$ cat src/rtl/mux21_feed_arb.sv
// Registered feed stage for mux21_gate: round-robin arbitration between two
// single-bit sources with a bounded burst length and a valid/ready output slot.
module mux21_feed_arb #(
  parameter int unsigned HOLD = 4
) (
  input  logic CLK,
  input  logic RST,
  input  logic REQ_A,
  input  logic REQ_B,
  input  logic DATA_A,
  input  logic DATA_B,
  input  logic READY,
  output logic A,
  output logic B,
  output logic SEL,
  output logic VALID,
  output logic GNT_A,
  output logic GNT_B
);

  if (HOLD < 1 || HOLD > 15) begin : g_hold_range
    $error("mux21_feed_arb: HOLD must be in 1..15");
  end

  typedef enum logic [1:0] {
    IDLE  = 2'd0,
    OWN_A = 2'd1,
    OWN_B = 2'd2
  } state_t;

  localparam logic       SRC_A    = 1'b0;
  localparam logic       SRC_B    = 1'b1;
  localparam logic [3:0] HOLD_CNT = 4'(HOLD);
  localparam logic [3:0] CNT_MAX  = 4'd15;

  state_t     state;
  logic       last;
  logic [3:0] cnt;

  logic       slot_free;
  logic       grant_any;
  logic       grant_src;
  logic       same_owner;
  logic [3:0] cnt_next;

  // NOTE: every always_comb output gets a default first so no path leaves it
  // unassigned; an unassigned path would infer a latch.
  always_comb begin
    slot_free = !VALID || READY;
    grant_any = REQ_A || REQ_B;
    grant_src = SRC_A;

    if (REQ_A && !REQ_B) begin
      grant_src = SRC_A;
    end else if (REQ_B && !REQ_A) begin
      grant_src = SRC_B;
    end else if (REQ_A && REQ_B) begin
      // The burst limit only matters while both sources compete.
      unique case (state)
        OWN_A:   grant_src = (cnt < HOLD_CNT) ? SRC_A : SRC_B;
        OWN_B:   grant_src = (cnt < HOLD_CNT) ? SRC_B : SRC_A;
        default: grant_src = !last;
      endcase
    end

    same_owner = (state == OWN_A && grant_src == SRC_A) ||
                 (state == OWN_B && grant_src == SRC_B);
    cnt_next   = 4'd1;
    if (same_owner) begin
      cnt_next = (cnt == CNT_MAX) ? cnt : cnt + 4'd1;
    end
  end

  assign GNT_A = slot_free && grant_any && (grant_src == SRC_A) && !RST;
  assign GNT_B = slot_free && grant_any && (grant_src == SRC_B) && !RST;

  // NOTE: sequential state uses non-blocking assignments so every register
  // samples pre-edge values, independent of statement order.
  always_ff @(posedge CLK) begin
    if (RST) begin
      A     <= 1'b0;
      B     <= 1'b0;
      SEL   <= 1'b0;
      VALID <= 1'b0;
      state <= IDLE;
      cnt   <= 4'd0;
      last  <= SRC_B;
    end else if (slot_free) begin
      if (grant_any) begin
        A     <= DATA_A;
        B     <= DATA_B;
        SEL   <= grant_src;
        VALID <= 1'b1;
        state <= (grant_src == SRC_B) ? OWN_B : OWN_A;
        last  <= grant_src;
        cnt   <= cnt_next;
      end else begin
        VALID <= 1'b0;
        state <= IDLE;
        cnt   <= 4'd0;
      end
    end
  end

endmodule

$ cat config.mk
export PLATFORM = sky130hd
export DESIGN_NAME = mux21_feed_arb
export DESIGN_NICKNAME = d
export VERILOG_FILES = /design/src/rtl/mux21_feed_arb.sv
export SDC_FILE = /design/constraint.sdc
export NUM_CORES = 1
export LEC_CHECK = 0
export CAP_MARGIN = 20
export CELL_PAD_IN_SITES_DETAIL_PLACEMENT = 1
export CELL_PAD_IN_SITES_GLOBAL_PLACEMENT = 2
export CORE_UTILIZATION = 29
export CTS_CLUSTER_SIZE = 8
export DETAILED_ROUTE_END_ITERATION = 10
export PLACE_DENSITY = 0.82
export SLEW_MARGIN = 40
export SYNTH_ARGS = -nofsm -noshare
export SYNTH_HDL_FRONTEND = slang
export SYNTH_SLANG_ARGS = --single-unit
$ cat constraint.sdc
create_clock -name CLK -period 2.15 [get_ports CLK]
set_input_delay 0.3225 -clock CLK [delete_from_list [all_inputs] [get_ports CLK]]
set_output_delay 0.3225 -clock CLK [all_outputs]
set_load 0.02 [all_outputs]
# == After elaboration in Yosys (flattened, before gate mapping) ==
# Index checks and enable logic that the tools add are counted.
# Widths: inputs -> output; s select.
# word_totals
regBits,11
in_bits,7
out_inout_bits,6
word_cells,46
# classes
addsub,1
order_cmp,1
n_eq_ne,4
muxes,12
n_bitwise,1
reduce_logical,20
# ops
op,n
$mux 4,3
$logic_and 1x1->1,10
$mux 1,6
$logic_not 1->1,5
$add 4x1->4 const B,1
$eq 4x4->1 const B,1
$lt 4x3->1 const B,1
$mux 2,2
$reduce_and 2->1,2
$logic_or 1x1->1,3
$ne 3x3->1 const B,1
$eq 2x1->1 const B,1
$eq 2x2->1 const B,1
$pmux 1 s2,1
$not 1->1,1

# == Depth between registers and ports, before layout ==
# Gate-level depths: netlist of run 1.
# logic_depth
ltp_word,11
depth_mapped,6
mapped_depth_nobuf,6

# == Least setup slack after synthesis of run 1 ==
# No wires, ideal clock.
# synth_timing
path_type,register to output
startpoint,register state[0]
endpoint,output GNT_B
arrival_ps,1617
slack_ps,211
stages_incl_launch_ff,6
path_buffers,0
cell_sequence,dfxtp_1 inv_1 ha_1 nand2_1 o31ai_1 a2111oi_2
# synth_via
elab_chain_cells,7
word_cells_on_any_way,8
# synth_lines
element,line_no,source
start: declaration,36,state_t state;
start signal: assignment,94,state <= (grant_src == SRC_B) ? OWN_B : OWN_A;
$eq 2x2->1 or $eq 2x1->1 (tied branches),59,unique case (state)
$pmux 1 s2 *,59,
$mux 1 *,57,end else if (REQ_A && REQ_B) begin
$mux 1 *,55,end else if (REQ_B && !REQ_A) begin
$mux 1 *,53,if (REQ_A && !REQ_B) begin
$logic_and 1x1->1 * (2 in series),75,assign GNT_B = slot_free && grant_any && (grant_src == SRC_B) && !RST;
end: declaration,18,output logic GNT_B
# Mark *: on every way between the ends. The rest lies on a longest branch, timed or not.

# == Worst setup path after layout of run 1 ==
# layout_timing
startpoint,register state[0]
endpoint,output GNT_A
# layout_via
elab_chain_cells,8
word_cells_on_any_way,9
# layout_lines
element,line_no,source
$eq 2x2->1 or $eq 2x1->1 (tied branches),59,
$pmux 1 s2 *,59,
$mux 1 *,57,
$mux 1 *,55,
$mux 1 *,53,
$not 1->1 *,74,assign GNT_A = slot_free && grant_any && (grant_src == SRC_A) && !RST;
$logic_and 1x1->1 * (2 in series),74,
end: declaration,17,"output logic GNT_A,"
# Marks and branches as above.

==> results of run 1 <==
==> power groups by stage <==
stage | sequential, W | clock [W] | combinational, W
final | 0.000230 | 0.000153 | 0.000204
after global routing | 0.000232 | 0.000165 | 0.000220
after CTS | 0.000229 | 0.000161 | 0.000200
after detailed placement | 0.000232 | 0 | 0.000180
after global placement | 0.000231 | 0 | 0.000175
after floorplan | 0.000237 | 0 | 0.0000879
==> kinds of logic after synthesis <==
family                     Yosys count  synth area share, %
adders and majority gates            3                5.445
and+or+nand+nor                     28                21.23
muxes                                3                4.356
DFF                                 11                31.94
buffers and inverters                8                5.625
AOI/OAI and AO/OA                   26                31.40
==> state kept, by name, indices dropped and copies added (netlist names) <==
name,cells
A,1
B,1
SEL,1
VALID,1
cnt,4
last,1
state,2
==> cell type report <==
type / instances / area, um^2
sequential: 11 / 225.2
multi-input combinational: 60 / 483.0
tap: 28 / 35.03
timing repair buffer: 34 / 280.3
fill: 279 / 1165
clock buffer: 4 / 26.28
inverter: 5 / 18.77
==> metrics by stage <==
stage | setup TNS [ns] | instances | cell area [um^2]
after global routing | 0 | 142 | 1069
after floorplan | 0 | 79 | 689.4
after CTS | 0 | 141 | 1055
after detailed placement | -0.3790 | 137 | 982.2
final | 0 | 142 | 1069
after global placement | -0.3052 | 137 | 982.2
==> critical path, delay by kind of cell, from the launching register on <==
kind	cells	cell delay [ns]
AO/OA/AOI/OAI	3	0.59
buffers and inverters	3	0.32
adder cells (fa/ha/maj)	1	0.20
flip-flops	1	0.32
==> cell usage in the layout (no fill, tap or decap), types with 3 or more instances in the layout <==
cell type        Yosys  routed
a21oi_1              4       4
buf_4                0      24
clkbuf_4             0       3
clkdlybuf4s50_1      0      10
dfxtp_1             11       9
inv_1                5       5
mux2i_1              3       3
nand2_1              6       5
nor2_1               9       9
==> repair_timing <==
action / in CTS / in global routing
buffers inserted: 0 / 1
gates resized for setup: 16 / 5
pin swaps: 0 / 4
gates cloned: 0 / 0
endpoints found under the setup margin: 2 / 3
==> metal layers <==
metal  share of wire, %  track usage (%)  vias up
li1                   -                -      368
met2                 52            35.11       16
met5                  0                0        -
met3                2.3            2.121        5
met4                2.3            11.11        0
met1                 43            23.50      357
==> path summary, 6_finish.rpt <==
check                                            from             endpoint  depth (start not counted)
worst min register to register    cnt[1]$_SDFFE_PP0P_  cnt[1]$_SDFFE_PP0P_                          2
worst max-delay path            state[0]$_SDFFE_PP0N_                GNT_A                          7
worst max register to register  state[0]$_SDFFE_PP0N_  cnt[0]$_SDFFE_PP0P_                          7
worst min-delay path              cnt[1]$_SDFFE_PP0P_  cnt[1]$_SDFFE_PP0P_                          2
==> key figures, run 1 <==
STA
  – Final setup vio count: 0
  – Final Critical Period: a little over 2 ns
  – Hold Violations, Final: 0
  – Fin crit share: between 90% and 100%
  – Worst slew margin: about four fifths
  – Worst hold slack: between 0.5 and 0.6 ns
  – Slew Limit Fails: 0
  – RSZ-0062 raised after global routing: false
  – Fin worst setup slack: 0.1040 ns
  – Max Clk Rate: 488.8 MHz
  – Final clock skew: 0.002345 ns
  – Worst Max-Slew Pin Slew: around 0.29 ns

Critical path
  – Highest-delay cell along the critical path: dfxtp_2
  – Critical path class: reg -> out
  – Crit Path Max Fanout: 2
  – CP required: around 1.8 ns
  – Crit end category: output pin
  – Cell mode on critical path: buf_4
  – CP startpoint kind: register
  – FF-to-FF setup slack: between 0.1 and 0.15 ns
  – Crit path DAT: approximately 1.7 ns
  – Worst path cell trace: buf_4 > ha_1 > o21a_1 > o31ai_4 > o211ai_1 > inv_1 > buf_4
  – Crit-path max cell delay: about 0.32 ns

Synthesis
  – Most used DFF post-synth: dfxtp_1
  – Post-synth EDFFs: 0
  – Post-Syn Instances: 79
  – Synth top area share: 31.94%
  – Synth Warn #: 0
  – Yosys cell types: 37
  – Synth async-reset ratio: 0%
  – Most frequent cell after synthesis: dfxtp_1
  – Synth top cells by count: 11 x dfxtp_1, 9 x nor2_1, 6 x nand2_1
  – Synth Area per Inst: a little under 9 um^2
  – Post-Syn Nets: 89
  – Post-synthesis cell area: 689.4 um^2
  – Seq/Total Area, Yosys: between 30% and 40%
  – Largest cells by area after synthesis: dfxtp_1 32%, ha_1 5.4%, nor2_1 4.9%
  – Cell taking the most area after synthesis: dfxtp_1
  – Synth Register Bits: 11

Route
  – Antenna Violating Nets Remaining: 0
  – Drt drc: 0
  – DR WL/cell: about 16 um
  – Vias per cell: between 5 and 6
  – DRT Wirelength: about 2.2 mm
  – Pre-antenna DRT Iters: 4
  – Initial DRC count: 12
  – Via count: approximately 750

Die
  – IO Pins: 13
  – Placeable Area: 0.002233 mm^2
  – Chip width: ~51 um
  – Cell Rows: 17
  – DIE AREA: ~0.0026 mm^2
  – Die H: 50.76 um
  – Initial Util: between 30% and 40%

Clock tree
  – CTS sink count: 11
  – Clk slew on worst S/H paths: 0.08 ns
  – Hold_buf cts: 0
  – TritonCTS clock tree: built
  – Clk root buf: clkbuf_4
  – CTS H-tree lvls: 1
  – Longest Clk Path Bufs: 2
  – Total CTS buffers: 3
  – Clock Latency Late Sink: ~0.28 ns

GRT
  – Vias in the first global route: about 800
  – Congestion Overflow GR: 0
  – All-Layer GR Usage: between 20% and 30%
  – Initial antenna violation count: 0
  – Largest net degree at the start of global routing: 9
  – First-pass GRT wire length: approximately 3.7 mm

Layout
  – Nets@finish: approximately 130
  – Ant diodes: 0
  – Finished Core Util: 47.84%
  – Layout cells sized above 1: between 30% and 40%
  – Layout area overhead: 54.99%

Place
  – Post-detail-place hpwl: 1.659 mm
  – Port bufs: 12
  – Gpl congestion: slightly above 0.8
  – Worst slack at placement: -0.2618 ns

Power and ir drop
  – NetSw: 0.0001912 W
  – Combinational fraction of design power: 34.8%
  – Clock share of power: a little over a quarter
  – Leakage power: between 0.4 and 0.5 nW
  – PnR Total Power: a little under 0.0006 W
  – Switch share: between 30 and 40%
  – Worst vdd ir: around 0.46 mV
  – PD cells: around 550 mW/mm^2
  – Sequential power share: approximately two fifths
  – Power Internal: slightly below 0.0004 W

Outcome
  – Outcome: complete, no violations

Min path
  – Worst hold path class: reg -> reg

Run
  – Max_cap viols: 0
No activity file was read; power rests on OpenSTA's default activity.
==> inputs of run 2 (changes only) <==
Settings changed: RECOVER_POWER set to 25.
Clock period 2.15 ns to 2 ns, I/O delays scaled along.
==> key figures, run 2 (synthesis results as in run 1) <==
Power and ir drop
  – Leakage power: 0.4572 nW (was 0.4415 nW)
  – Power Internal: 0.0004340 W (was 0.0003951 W)
  – Sequential power share: 38.3% (was 39.2%)
  – Clock share of power: 24.3% (was 26.0%)
  – NetSw: 0.0002033 W (was 0.0001912 W)
  – PD cells: 562.8 mW/mm^2 (was 548.7 mW/mm^2)
  – Worst vdd ir: 0.3425 mV (was 0.4629 mV)
  – Combinational fraction of design power: 37.4% (was 34.8%)
  – Switch share: 31.89% (was 32.61%)

Critical path
  – CP required: 1.70 ns (was 1.83 ns)
  – Crit path DAT: 1.67 ns (was 1.72 ns)
  – Critical path class: reg -> out (unchanged)
  – R2r worst-path depth: 7 (unchanged)
  – Crit end category: output pin (unchanged)
  – Crit Path Max Fanout: 2 (unchanged)
  – CP startpoint kind: register (unchanged)

Min path
  – Cells on Worst Hold Path: 2 (unchanged)
  – Worst hold path class: reg -> reg (unchanged)

Clock tree
  – TritonCTS clock tree: built (unchanged)
  – Clock Latency Late Sink: 0.27 ns (was 0.28 ns)
  – CTS H-tree lvls: 1 (unchanged)
  – Clk slew on worst S/H paths: 0.07 ns (was 0.08 ns)
  – Hold_buf cts: 0 (unchanged)
  – CTS sink count: 11 (unchanged)
  – Longest Clk Path Bufs: 2 (unchanged)
  – Clk root buf: clkbuf_4 (unchanged)
  – Total CTS buffers: 3 (unchanged)

Route
  – Drt drc: 0 (unchanged)
  – Via count: 735 (was 746)
  – Pre-antenna DRT Iters: 3 (was 4)
  – Antenna Violating Nets Remaining: 0 (unchanged)
  – Initial DRC count: 2 (was 12)
  – Vias per cell: 5.069 (was 5.254)
  – DRT Wirelength: 2.118 mm (was 2.218 mm)
  – DR WL/cell: 14.61 um (was 15.62 um)

Place
  – Placed Area: 997.2 um^2 (was 982.2 um^2)
  – Port bufs: 12 (unchanged)
  – Placed cells: 139 (was 137)
  – Gpl congestion: 0.8333 (was 0.8302)
  – Post-detail-place hpwl: 1.617 mm (was 1.659 mm)

Layout
  – Post-route insts no fill: 145 (was 142)
  – Biggest register: cnt (unchanged)
  – Ant diodes: 0 (unchanged)
  – Largest register FFs: 4 (unchanged)
  – Final std cell area, no fill: 0.001132 mm^2 (was 0.001069 mm^2)
  – Nets@finish: 128 (was 125)
  – Commonest non-fill, non-tap cell in the layout: buf_4 (unchanged)
  – Top flop regs: cnt (4), state (2) (unchanged)
  – # fillers: 271 (was 279)
  – Most frequent cells in the layout: 26 x buf_4, 10 x clkdlybuf4s50_1, 9 x dfxtp_1, 9 x nor2_1, 5 x nand2_1 (was 24 x buf_4, 10 x clkdlybuf4s50_1, 9 x dfxtp_1, 9 x nor2_1)
  – Layout area overhead: 64.25% (was 54.99%)
  – Layout cells sized above 1: 38.46% (was 34.21%)

Die
  – DIE AREA: 0.002576 mm^2 (unchanged)
  – IO Pins: 13 (unchanged)
  – Die H: 50.76 um (unchanged)
  – Chip width: 50.76 um (unchanged)
  – Initial Util: 30.87% (unchanged)
  – Cell Rows: 17 (unchanged)
  – Placeable Area: 0.002233 mm^2 (unchanged)

GRT
  – First-pass GRT wire length: 3.450 mm (was 3.670 mm)
  – Initial antenna violation count: 0 (unchanged)
  – Largest net degree at the start of global routing: 9 (unchanged)
  – Vias in the first global route: 759 (was 796)
  – Congestion Overflow GR: 0 (unchanged)
  – All-Layer GR Usage: 17.83% (was 20.04%)

STA
  – Hold Violations, Final: 0 (unchanged)
  – Final setup vio count: 0 (unchanged)
  – Worst Max-Slew Pin Slew: 0.2832 ns (was 0.2925 ns)
  – Final clock skew: 0.0007351 ns (was 0.002345 ns)
  – Fin crit share: 98.29%
  – Slew Limit Fails: 0 (unchanged)
  – Max Clk Rate: just over 500 MHz
  – Final Critical Period: 1.966 ns
  – RSZ-0062 raised after global routing: true (was false)
  – Worst slew margin: 81.12% (was 80.47%)

Outcome
  – Outcome: complete, no violations (unchanged)

Run
  – Max_cap viols: 0 (unchanged)
run 2: cell types whose count changed in the layout (fill, tap and decap cells not counted), sizes merged:
cell / delta
buf: +3
run 2: final cells by class:
| type | count | area, um^2 | share of cell area, % |
|---|---|---|---|
| Clock buffer | 4 | 26.28 | 2.320 |
| Multi-Input combinational cell | 60 | 520.5 | 45.97 |
| Tap cell | 28 | 35.03 | 3.094 |
| Inverter | 5 | 18.77 | 1.657 |
| Sequential cell | 11 | 225.2 | 19.89 |
| Timing Repair Buffer | 37 | 306.5 | 27.07 |
run 2: power by group through the flow:
stage / clock [W] / combinational, W / sequential, W
after detailed placement: 0 / 0.000198 / 0.000248
after global placement: 0 / 0.000194 / 0.000247
after global routing: 0.000167 / 0.000256 / 0.000247
final: 0.000155 / 0.000238 / 0.000244
after CTS: 0.000161 / 0.000224 / 0.000244
after floorplan: 0 / 0.0000945 / 0.000254
run 2: critical path: stages, from the launching register on:
cell and delay (ns):
dfxtp_2 0.33, inv_2 0.07, ha_4 0.14, nor3b_4 0.22
o31ai_4 0.11, a2111oi_4 0.32, buf_4 0.21
run 2: metrics by stage:
step	power, W	utilization, %	setup slack (ns)	setup TNS, ns	hold WS (ns)
2_1_floorplan	0.0003488	-	0.08313	0	0.4472
5_1_grt	0.0006698	50.70	-0.04732	-0.08194	0.4940
4_1_cts	0.0006300	48.91	0.009541	0	0.4644
6_report	0.0006373	50.70	0.03420	0	0.4610
3_3_place_gp	0.0004407	44.65	-0.3080	-0.5595	0.4426
3_5_place_dp	0.0004455	44.65	-0.3695	-0.6892	0.4538
run 2: path summary, 6_finish.rpt:
path	start	to	slack, ns
setup reg to reg	state[0]$_SDFFE_PP0N_	cnt[0]$_SDFFE_PP0P_	0.08
setup / recovery	state[0]$_SDFFE_PP0N_	GNT_B	0.03
hold reg to reg	SEL$_SDFFE_PP0P_	SEL$_SDFFE_PP0P_	0.46
hold / removal	SEL$_SDFFE_PP0P_	SEL$_SDFFE_PP0P_	0.46
run 2: layer usage:
metal	up-vias	share of wire [%]	global-route usage (%)
met5	-	0	0
li1	368	-	-
met4	0	0.80	4.167
met1	354	50	23.68
met2	11	47	30.67
met3	2	2.0	1.818
run 2: timing repair:
action	in CTS	in global routing
buffers inserted	0	2
pin swaps	3	3
endpoints found under the setup margin	3	3
resized for setup	25	3
==> inputs of run 3 (changes only) <==
Settings changed: SKIP_CTS_REPAIR_TIMING set to 1, SLEW_MARGIN 40 to 10.
==> key figures, run 3 (synthesis results as in run 1) <==
STA
  – RSZ-0062 raised after global routing: true (unchanged)
  – Hold Violations, Final: 0 (unchanged)
  – Max Clk Rate: 508.9 MHz (was 508.7 MHz)
  – Worst slew margin: 81.72% (was 81.12%)
  – Worst Max-Slew Pin Slew: 0.2741 ns (was 0.2832 ns)
  – Fin crit share: 98.26% (was 98.29%)
  – Slew Limit Fails: 0 (unchanged)
  – Final setup vio count: 0 (unchanged)
  – Final clock skew: 0.001464 ns (was 0.0007351 ns)
  – Final Critical Period: 1.965 ns (was 1.966 ns)

Route
  – Drt drc: 0 (unchanged)
  – Pre-antenna DRT Iters: 2 (was 3)
  – DRT Wirelength: 2.175 mm (was 2.118 mm)
  – DR WL/cell: 15.00 um (was 14.61 um)
  – Antenna Violating Nets Remaining: 0 (unchanged)
  – Via count: 739 (was 735)
  – Vias per cell: 5.097 (was 5.069)
  – Initial DRC count: 5 (was 2)

Layout
  – Commonest non-fill, non-tap cell in the layout: buf_4 (unchanged)
  – FF/Latch Area: 225.2 um^2 (unchanged)
  – # fillers: 266 (was 271)
  – Biggest register: cnt (unchanged)
  – Layout area overhead: 65.34% (was 64.25%)
  – Most frequent cells in the layout: 24 x buf_4, 9 x dfxtp_1, 9 x nor2_1 (was 26 x buf_4, 10 x clkdlybuf4s50_1, 9 x dfxtp_1, 9 x nor2_1, 5 x nand2_1)
  – Nets@finish: 128 (unchanged)
  – Layout cells sized above 1: 39.32% (was 38.46%)
  – Top flop regs: cnt (4), state (2) (unchanged)
  – Post-route insts no fill: 145 (unchanged)
  – Footprint of the multi-input gates: 520.5 um^2 (unchanged)
  – Ant diodes: 0 (unchanged)
  – Final std cell area, no fill: 0.001140 mm^2 (was 0.001132 mm^2)
  – Largest register FFs: 4 (unchanged)

Clock tree
  – Clock Latency Late Sink: 0.27 ns (about the same)
  – CTS sink count: 11 (unchanged)
  – Total CTS buffers: 3 (unchanged)
  – Clk slew on worst S/H paths: 0.07 ns (about the same)
  – Clk root buf: clkbuf_4 (unchanged)
  – CTS H-tree lvls: 1 (unchanged)
  – TritonCTS clock tree: built (unchanged)
  – Longest Clk Path Bufs: 2 (unchanged)

Die
  – IO Pins: 13 (unchanged)
  – Die H: 50.76 um (unchanged)
  – Placeable Area: 0.002233 mm^2 (unchanged)
  – Chip width: 50.76 um (unchanged)
  – DIE AREA: 0.002576 mm^2 (unchanged)
  – Cell Rows: 17 (unchanged)
  – Initial Util: 30.87% (unchanged)

Critical path
  – CP startpoint kind: register (unchanged)
  – Delay-heaviest family, CP: compound AO/OA/AOI/OAI gates (unchanged)
  – Crit end category: output pin (unchanged)
  – Buffers and inverters on the worst path: 3 (was 2)
  – Worst path cell trace: buf_6 > ha_4 > o21a_1 > o31ai_4 > o211ai_1 > inv_1 > buf_6 (was inv_2 > ha_4 > nor3b_4 > o31ai_4 > a2111oi_4 > buf_4)
  – CP required: 1.70 ns (about the same)
  – Highest-delay cell along the critical path: dfxtp_2 (unchanged)
  – Cell mode on critical path: buf_6
  – Crit Path Max Fanout: 2 (unchanged)
  – Critical path class: reg -> out (unchanged)
  – Crit path DAT: 1.67 ns (about the same)
  – Crit-path max cell delay: 0.33 ns (about the same)

Power and ir drop
  – Leakage power: 0.4640 nW (was 0.4572 nW)
  – Worst vdd ir: 0.3226 mV (was 0.3425 mV)
  – PD cells: 561.2 mW/mm^2 (was 562.8 mW/mm^2)

Min path
  – Worst hold path class: reg -> reg (unchanged)

Place
  – Port bufs: 12 (unchanged)
  – Gpl congestion: 0.8333 (unchanged)
  – Placed cells: 139 (unchanged)
  – Post-detail-place hpwl: 1.617 mm (unchanged)
  – Placed Area: 997.2 um^2 (unchanged)

GRT
  – All-Layer GR Usage: 17.33% (was 17.83%)
  – Largest net degree at the start of global routing: 9 (unchanged)
  – Initial antenna violation count: 0 (unchanged)
  – First-pass GRT wire length: 3.346 mm (was 3.450 mm)
  – Congestion Overflow GR: 0 (unchanged)
  – Vias in the first global route: 758 (was 759)

Run
  – Max_cap viols: 0 (unchanged)

Outcome
  – Outcome: complete, no violations (unchanged)
## run 3: cell count changes in the layout (fill, tap and decap cells not counted), sizes merged
cell,delta
clkdlybuf4s50,-3
dlygate4sd3,+3
## run 3: path summary, 6_finish.rpt
| path | start | to | slack [ns] | cells past startpoint |
|---|---|---|---|---|
| worst min-delay path | SEL$_SDFFE_PP0P_ | SEL$_SDFFE_PP0P_ | 0.46 | 2 |
| worst max-delay path | state[0]$_SDFFE_PP0N_ | GNT_A | 0.03 | 7 |
| worst min register to register | SEL$_SDFFE_PP0P_ | SEL$_SDFFE_PP0P_ | 0.46 | 2 |
| worst max register to register | state[0]$_SDFFE_PP0N_ | cnt[0]$_SDFFE_PP0P_ | 0.09 | 7 |
## run 3: power breakdown
group	total [W]	internal [W]	switching, W	leakage, nW
registers	0.000245	0.000233	0.0000115	0.0916
clock network	0.000153	0.0000772	0.0000763	0.0150
logic	0.000241	0.000124	0.000117	0.357
## run 3: metrics by stage
stage	setup slack, ns	TNS, ns	hold WS [ns]	total power [W]	utilization [%]
2_1_floorplan	0.08313	0	0.4472	0.0003488	-
6_report	0.03481	0	0.4590	0.0006397	51.04
3_3_place_gp	-0.3080	-0.5595	0.4426	0.0004407	44.65
3_5_place_dp	-0.3695	-0.6892	0.4538	0.0004455	44.65
4_1_cts	-0.6741	-1.225	0.4644	0.0006038	45.83
5_1_grt	-0.05807	-0.1104	0.4910	0.0006738	51.04
## run 3: metal layers
metal	vias up	routed length [um]	global-route usage, %
met5	-	0	0
met4	0	14	4.167
met3	2	42	1.818
met2	11	1012	30.67
met1	355	1104	22.22
li1	371	-	-
## run 3: worst register-to-register path: cells and delay by family (launching register included)
| family | cells | cell delay, ns |
|---|---|---|
| adder cells (fa/ha/maj) | 1 | 0.26 |
| AO/OA/AOI/OAI | 2 | 0.49 |
| flip-flops | 1 | 0.34 |
| AND/OR/NAND/NOR | 2 | 0.54 |
| buffers and inverters | 2 | 0.17 |
## run 3: layout make-up
class                      instances  area share, %
tap                               28          3.074
inverter                           5          1.647
timing repair buffer              37          27.55
clock buffer                       4          2.305
sequential                        11          19.76
multi-input combinational         60          45.66
